`src/rtl/strobe_phase_gen.sv`:
```
// Multi-channel strobe generator with a shared modulo counter.
// Period/phase updates are handshaked in and applied on a period wrap.
module strobe_phase_gen #(
  parameter int unsigned PER_W   = 20,
  parameter int unsigned NUM_CH  = 4,
  parameter int unsigned PER_DEF = 20,
  parameter int unsigned PH_DEF  = 0
) (
  input  logic                    clk,
  input  logic                    rst_n,
  input  logic                    en_i,
  input  logic                    cfg_vld_i,
  output logic                    cfg_rdy_o,
  input  logic [PER_W-1:0]        cfg_per_i,
  input  logic [NUM_CH*PER_W-1:0] cfg_ph_i,
  output logic [NUM_CH-1:0]       stb_o,
  output logic                    wrap_o,
  output logic                    cfg_done_o,
  output logic                    cfg_err_o
);

  typedef enum logic {
    IDLE,
    PEND
  } state_e;

  typedef logic [NUM_CH-1:0][PER_W-1:0] ph_arr_t;

  localparam logic [PER_W-1:0] ONE     = PER_W'(1);
  localparam logic [PER_W-1:0] PER_RST = PER_W'(PER_DEF);
  localparam logic [PER_W-1:0] PH_RST  = PER_W'(PH_DEF);

  state_e              state_q, state_d;
  logic [PER_W-1:0]    cnt_q, cnt_d;
  logic [PER_W-1:0]    per_q, per_d;
  ph_arr_t             ph_q, ph_d;
  logic [NUM_CH-1:0]   ch_en_q, ch_en_d;
  logic [PER_W-1:0]    sh_per_q, sh_per_d;
  ph_arr_t             sh_ph_q, sh_ph_d;
  logic [NUM_CH-1:0]   stb_q, stb_d;
  logic                wrap_q, wrap_d;
  logic                done_q, done_d;
  logic                err_q, err_d;

  logic                last;
  logic                hit;
  logic [PER_W-1:0]    new_per;
  logic [NUM_CH-1:0]   new_en;

  // Wrap detection against the active period
  always_comb begin
    last = (cnt_q == per_q - ONE);
    hit  = en_i & last;
  end

  // Shadow period clamp and per-channel validity of shadow phases
  always_comb begin
    new_per = (sh_per_q == '0) ? ONE : sh_per_q;
    new_en  = '0;
    for (int k = 0; k < NUM_CH; k++) begin
      new_en[k] = (sh_ph_q[k] < new_per);
    end
  end

  // Shared modulo counter, advances only on enabled cycles
  always_comb begin
    cnt_d = cnt_q;
    if (en_i) begin
      cnt_d = last ? '0 : cnt_q + ONE;
    end
  end

  // Registered strobe and wrap pulses from current settings
  always_comb begin
    stb_d = '0;
    for (int k = 0; k < NUM_CH; k++) begin
      stb_d[k] = en_i & ch_en_q[k] & (cnt_q == ph_q[k]);
    end
    wrap_d = hit;
  end

  // Config FSM: capture request, then commit on the next wrap
  always_comb begin
    state_d  = state_q;
    sh_per_d = sh_per_q;
    sh_ph_d  = sh_ph_q;
    per_d    = per_q;
    ph_d     = ph_q;
    ch_en_d  = ch_en_q;
    done_d   = 1'b0;
    err_d    = 1'b0;
    unique case (state_q)
      IDLE: begin
        if (cfg_vld_i) begin
          sh_per_d = cfg_per_i;
          sh_ph_d  = cfg_ph_i;
          state_d  = PEND;
        end
      end
      PEND: begin
        if (hit) begin
          per_d   = new_per;
          ph_d    = sh_ph_q;
          ch_en_d = new_en;
          done_d  = 1'b1;
          err_d   = ~&new_en;
          state_d = IDLE;
        end
      end
    endcase
  end

  // State, counter and active settings
  always_ff @(posedge clk or negedge rst_n) begin
    if (!rst_n) begin
      state_q <= IDLE;
      cnt_q   <= '0;
      per_q   <= PER_RST;
      ph_q    <= {NUM_CH{PH_RST}};
      ch_en_q <= '1;
    end else begin
      state_q <= state_d;
      cnt_q   <= cnt_d;
      per_q   <= per_d;
      ph_q    <= ph_d;
      ch_en_q <= ch_en_d;
    end
  end

  // Shadow registers for a pending request
  always_ff @(posedge clk or negedge rst_n) begin
    if (!rst_n) begin
      sh_per_q <= '0;
      sh_ph_q  <= '0;
    end else begin
      sh_per_q <= sh_per_d;
      sh_ph_q  <= sh_ph_d;
    end
  end

  // Output pulse registers
  always_ff @(posedge clk or negedge rst_n) begin
    if (!rst_n) begin
      stb_q  <= '0;
      wrap_q <= 1'b0;
      done_q <= 1'b0;
      err_q  <= 1'b0;
    end else begin
      stb_q  <= stb_d;
      wrap_q <= wrap_d;
      done_q <= done_d;
      err_q  <= err_d;
    end
  end

  assign cfg_rdy_o  = (state_q == IDLE);
  assign stb_o      = stb_q;
  assign wrap_o     = wrap_q;
  assign cfg_done_o = done_q;
  assign cfg_err_o  = err_q;

endmodule

```
`config.mk`:
```
export PLATFORM = sky130hd
export DESIGN_NAME = strobe_phase_gen
export DESIGN_NICKNAME = d
export VERILOG_FILES = /design/src/rtl/strobe_phase_gen.sv
export SDC_FILE = /design/constraint.sdc
export NUM_CORES = 1
export LEC_CHECK = 0
export ABC_AREA = 0
export CORE_UTILIZATION = 55
export CTS_CLUSTER_DIAMETER = 30
export DETAILED_ROUTE_END_ITERATION = 10
export PLACE_DENSITY = 0.81
export SLEW_MARGIN = 25
export SYNTH_ARGS = -nofsm -noshare
export SYNTH_HDL_FRONTEND = slang
export SYNTH_SLANG_ARGS = --single-unit
```
`constraint.sdc`:
```
create_clock -name clk -period 3.6 [get_ports clk]
set_input_delay 0.36 -clock clk [delete_from_list [all_inputs] [get_ports clk]]
set_output_delay 0.36 -clock clk [all_outputs]
set_load 0.01 [all_outputs]
```
# ---- Word-level counts from Yosys, hierarchy flattened
# Index checks and enable logic that the tools add are counted.
dict set report word_totals {
  reg_bits 232
  inputBits 104
  output_inout_bits 8
  elab_cells 52
}
dict set report op_classes {
  addsub 2
  magnitude_cmp 4
  eq_ne 5
  muxes 9
  bitwise_logic 10
  n_reduce_logical 5
}
# operator count
set op_table {}
lappend op_table {{equality test 20 bit} 5}
lappend op_table {{less-than comparator 20 bit} 4}
lappend op_table {{two-way mux 20 bit} 2}
lappend op_table {{adder 20 x 1 -> 20 bit (second input constant)} 1}
lappend op_table {{logical NOT 20 bit} 1}
lappend op_table {{subtractor 20 x 1 -> 20 bit (second input constant)} 1}
lappend op_table {{AND 1 bit} 9}
lappend op_table {{two-way mux 1 bit} 6}
lappend op_table {{AND reduction 2 bit} 2}
lappend op_table {{AND reduction 4 bit} 1}
lappend op_table {{one-hot mux 1 bit (2 select lines)} 1}
lappend op_table {{logical NOT 1 bit} 1}
lappend op_table {{inverter 1 bit} 1}

# ---- Depth between registers and ports, before layout
dict set report depth {
  depth_word 7
  depth_mapped 13
}

# ---- Worst setup path before layout
# OpenSTA, ideal clock, no wires.
dict set report synth_path {
  path_type {register to register}
  start {register per_q[0]}
  end {register ph_q[10] (netlist bit)}
  setup_ps 125
  arrival_time_ps 3024
  required_ps 3475
  setup_slack_ps 451
  path_stages_with_launch 13
  n_path_buf 2
  path_cell_list {dfrtp_1 > inv_1 > ha_1 > or4b_1 > o31a_1 > or3_1 > a21boi_1 > o2111ai_1 > nor4_4 > nand2_2 > buf_4 > buf_6 > mux2_4}
}
dict set report synth_via {
  elab_chain_len 4
}
# item line
set synth_lines {}
lappend synth_lines {{start, declared} 35} ;# logic [PER_W-1:0] per_q, per_d;
lappend synth_lines {{start signal, assigned} 124} ;# per_q <= per_d;
lappend synth_lines {{subtractor 20 x 1 -> 20 bit} 52} ;# last = (cnt_q == per_q - ONE);
lappend synth_lines {{equality test 20 bit} 52}
lappend synth_lines {{AND 1 bit} 53} ;# hit = en_i & last;
lappend synth_lines {{AND reduction 2 bit (no source line)} -}
lappend synth_lines {{end signal, assigned} 119} ;# ph_q <= {NUM_CH{PH_RST}};
lappend synth_lines {{end signal, assigned} 125} ;# ph_q <= ph_d;
lappend synth_lines {{end, declared} 36} ;# ph_arr_t ph_q, ph_d;
# Every way passes these cells.
# A chain may end at the register's enable or synchronous reset.

# ---- Final worst setup path
dict set report layout_path {
  start {register per_q[0]}
  end {register ph_q[65] (netlist bit)}
}
# Same word-level chain as after synthesis.

==> impl_table.tex <==
\begin{tabular}{lr}
\hline
Metric & Value \\
\hline
\multicolumn{2}{l}{\textbf{Placement}} \\
Detail Placement HPWL & 23.20 mm \\
Global placement routability congestion & 0.9676 \\
Number of instances in the placed design & 1424 \\
Worst Setup Slack post-DPL & 0.2539 ns \\
Count of buffers inserted at the top-level ports & 111 \\
Total placed instance area & 13920 sq um \\
\multicolumn{2}{l}{\textbf{Layout}} \\
Ant. Diodes & 0 \\
Number of nets in the final layout & 1375 \\
Area growth from synthesis to final layout & 25.58\% \\
Fillcell total & 1432 \\
FF/Latch Area & 5813 sq um \\
Layout Cells excl Fill & 1511 \\
Final design area excluding fillers & 15530 sq um \\
Commonest cells after routing, fill and taps aside & 226 x dfrtp\_1, 110 x clkdlybuf4s50\_1, 105 x mux2\_2, 79 x o21ai\_0, 78 x ha\_1 \\
Layout cell share with drive strength beyond 1 & 24.45\% \\
Total area of multi-input combinational cells & 6205 sq um \\
Commonest non-fill, non-tap cell in the layout & dfrtp\_1 \\
\multicolumn{2}{l}{\textbf{Floorplan}} \\
Cell row count & 54 \\
Die Width & 152.0 um \\
Starting density of the core & 56.32\% \\
Full die area & 23090 sq um \\
Ports & 112 \\
DIE HEIGHT & 152.0 um \\
Standard cell core area & 21960 sq um \\
\multicolumn{2}{l}{\textbf{Critical path}} \\
Data arrival, critical path & 3.81 ns \\
Type of the worst setup path & flop to flop \\
Sort of element at the end of the critical path & flop \\
Critical Path Start Type & flop \\
Data required time at the worst endpoint & 4.01 ns \\
Largest fanout of any net on the critical path & 24 \\
\multicolumn{2}{l}{\textbf{STA}} \\
Final Max Tran Viols & 0 \\
Tcrit/Tclk final & 94.67\% \\
Highest Clock Rate & 0.2934 GHz \\
Slew of the pin with the lowest slew margin & 0.9095 ns \\
Worst Hold Slack & 0.3954 ns \\
Final hold violation count & 0 \\
Slew headroom & 39.36\% \\
Fin Setup TNS & 0 ns \\
Setup Viol. Count Final & 0 \\
RSZ-0062 raised after global routing & false \\
Shortest clock period the worst path allows after layout & 3.408 ns \\
Post-route clock skew & 0.02399 ns \\
Post-layout worst setup margin & 0.1917 ns \\
\multicolumn{2}{l}{\textbf{Route}} \\
Drt total wl & 34.77 mm \\
DRT Pass-1 Iters & 8 \\
Routed wirelength normalized by instance count & 23.01 um \\
Drc violations & 2 \\
Detailed router's first-iteration violation count & 842 \\
Via-per-instance ratio & 6.134 \\
Vias & 9268 \\
Count of nets left with antenna violations after detail routing & 0 \\
\multicolumn{2}{l}{\textbf{Pwr}} \\
Sequential cell fraction of total power & 34.4\% \\
Peak supply drop & 465.0 uV \\
Power share of the clock group & 49.3\% \\
Switching share of power & 28.94\% \\
Net switching power & 0.002508 W \\
Power per Cell Area & 557.8 nW/um\^{}2 \\
Cell Int Power & 0.006156 W \\
Combinational share of power & 16.3\% \\
Leakage dissipation & 7.405 nW \\
\multicolumn{2}{l}{\textbf{Yosys}} \\
Fraction of the yosys area taken by sequential cells & 47.00\% \\
Synthesis-stage register bit count & 232 \\
Cell area after synthesis & 12370 sq um \\
Share of flip-flops with an asynchronous set or reset & 100.0\% \\
Number of unique standard cell types used by synthesis & 55 \\
Number of instances in the synthesized netlist & 1052 \\
Main synth FF type & dfrtp\_1 \\
Number of warnings reported in the yosys synthesis log & 0 \\
Post-Synthesis Net Count & 1234 \\
Avg Cell Area, Syn & 11.76 sq um \\
Number of enable flip-flop cells after synthesis & 0 \\
\multicolumn{2}{l}{\textbf{GRT}} \\
Initial antenna violation count & 0 \\
Grt ovf & 0 \\
Number of global-route vias before repair & 9442 \\
All-layer global routing usage & 30.73\% \\
First-pass GRT wire length & 53.68 mm \\
Pin count of the biggest net entering global routing & 113 \\
\multicolumn{2}{l}{\textbf{Clock tree}} \\
Num CTS Buffers & 46 \\
Clock latency of the later-clocked register in the worst-skew pair & 0.54 ns \\
Clock transition at the registers of the reported paths & 0.06 ns \\
CTS tree & done \\
Cell at the root of the clock tree & clkbuf\_16 \\
H-tree level count & 2 \\
Post-CTS setup buffer count & 0 \\
\# clock sinks & 232 \\
Largest buffer count on any clock path & 3 \\
\multicolumn{2}{l}{\textbf{Run status}} \\
Violations in the final reports & design-rule violations \\
Outcome & finished with violations \\
\multicolumn{2}{l}{\textbf{Job}} \\
Count of maximum capacitance violations & 0 \\
\multicolumn{2}{l}{\textbf{Worst hold path}} \\
Worst Hold Class & input pin to flop \\
\hline
\end{tabular}
worst paths after layout:
path,cells past startpoint,from,to,slack [ns]
max in group asynchronous,3,rst_n,ch_en_q[2]$_DFFE_PN1P_,2.29
min in group asynchronous,2,rst_n,ph_q[64]$_DFFE_PN0P_,0.46
max,11,per_q[0]$_DFFE_PN0P_,ph_q[65]$_DFFE_PN0P_,0.19
min,3,cfg_per_i[4],sh_per_q[4]$_DFFE_PN0P_,0.40
max reg2reg,11,per_q[0]$_DFFE_PN0P_,ph_q[65]$_DFFE_PN0P_,0.19
min reg2reg,1,ph_q[79]$_DFFE_PN0P_,ph_q[79]$_DFFE_PN0P_,0.53
cell usage after synthesis (19+ instances only):
master    count  area share, %
dfrtp_1     226             46
mux2_2      105            9.6
o21ai_0      79            3.2
ha_1         78            7.9
xnor2_1      65            4.6
mux2_4       60            7.3
xor2_1       56            4.0
clkbuf_1     42            1.3
nor2_1       42            1.3
nand2_1      38            1.2
nand4_1      34            1.7
inv_1        30           0.91
a21oi_1      29            1.2
nor4_1       27            1.4
nand3_1      19           0.77
routing by layer:
layer / track usage, % / routed length (um) / vias to the layer above / share of wire, %
met2: 46.38 / 15530 / 488 / 45
met5: 0 / 0 / - / 0
met1: 41.19 / 14020 / 4560 / 40
met4: 17.35 / 2060 / 0 / 5.9
met3: 6.902 / 3159 / 137 / 9.1
li1: - / - / 4083 / -
final cells by class:
class	count	area share, %
Multi-Input combinational cell	734	39.95
Timing Repair Buffer	149	9.441
Sequential cell	232	37.43
Clock inverter	32	2.143
Clock buffer	54	8.063
Tap cell	280	2.256
Inverter	30	0.7250
power by group through the flow:
stage	Sequential (W)	Combinational (W)	Clock, W
2_1_floorplan	0.00291	0.000837	0
3_3_place_gp	0.00301	0.00130	0
3_5_place_dp	0.00301	0.00135	0
4_1_cts	0.00298	0.00138	0.00431
5_1_grt	0.00300	0.00153	0.00444
6_report	0.00298	0.00141	0.00427
sequential cells by signal, indices dropped and copies added (netlist names):
register    cells
state_q         1
sh_ph_q        80
cnt_q          20
ph_q           80
ch_en_q         4
stb_o           4
per_q          20
cfg_err_o       1
cfg_done_o      1
wrap_o          1
sh_per_q       20
timing repair:
item                       4_1_cts  5_1_grt
setup endpoints to repair        0       33
gates resized for setup          0        2
hold endpoints to repair       105        0
hold buffers                     1        0
through the flow:
step	utilization, %	total power [W]
CTS	70.67	0.008666
detailed placement	63.41	0.004366
finish	70.74	0.008664
global route	70.74	0.008964
floorplan	-	0.003746
global placement	63.41	0.004317
critical path: stages, from the launching register on:
cell       delay, ns
dfrtp_1         0.41
inv_1           0.08
ha_1            0.17
or4b_1          0.50
o31a_1          0.27
or3_1           0.35
a21boi_1        0.16
o2111ai_1       0.18
nor4_4          0.26
nand2_4         0.25
buf_4           0.31
mux2_4          0.32
cells by family after synthesis:
kind of cell / synth area share [%]
DFF: 47.00
and+or+nand+nor: 9.358
muxes: 17.10
AOI/OAI and AO/OA: 7.041
xor gates and xnor gates: 8.569
buffers and inverters: 3.045
adders and majority gates: 7.891
Power figures use the tool's default switching activity.
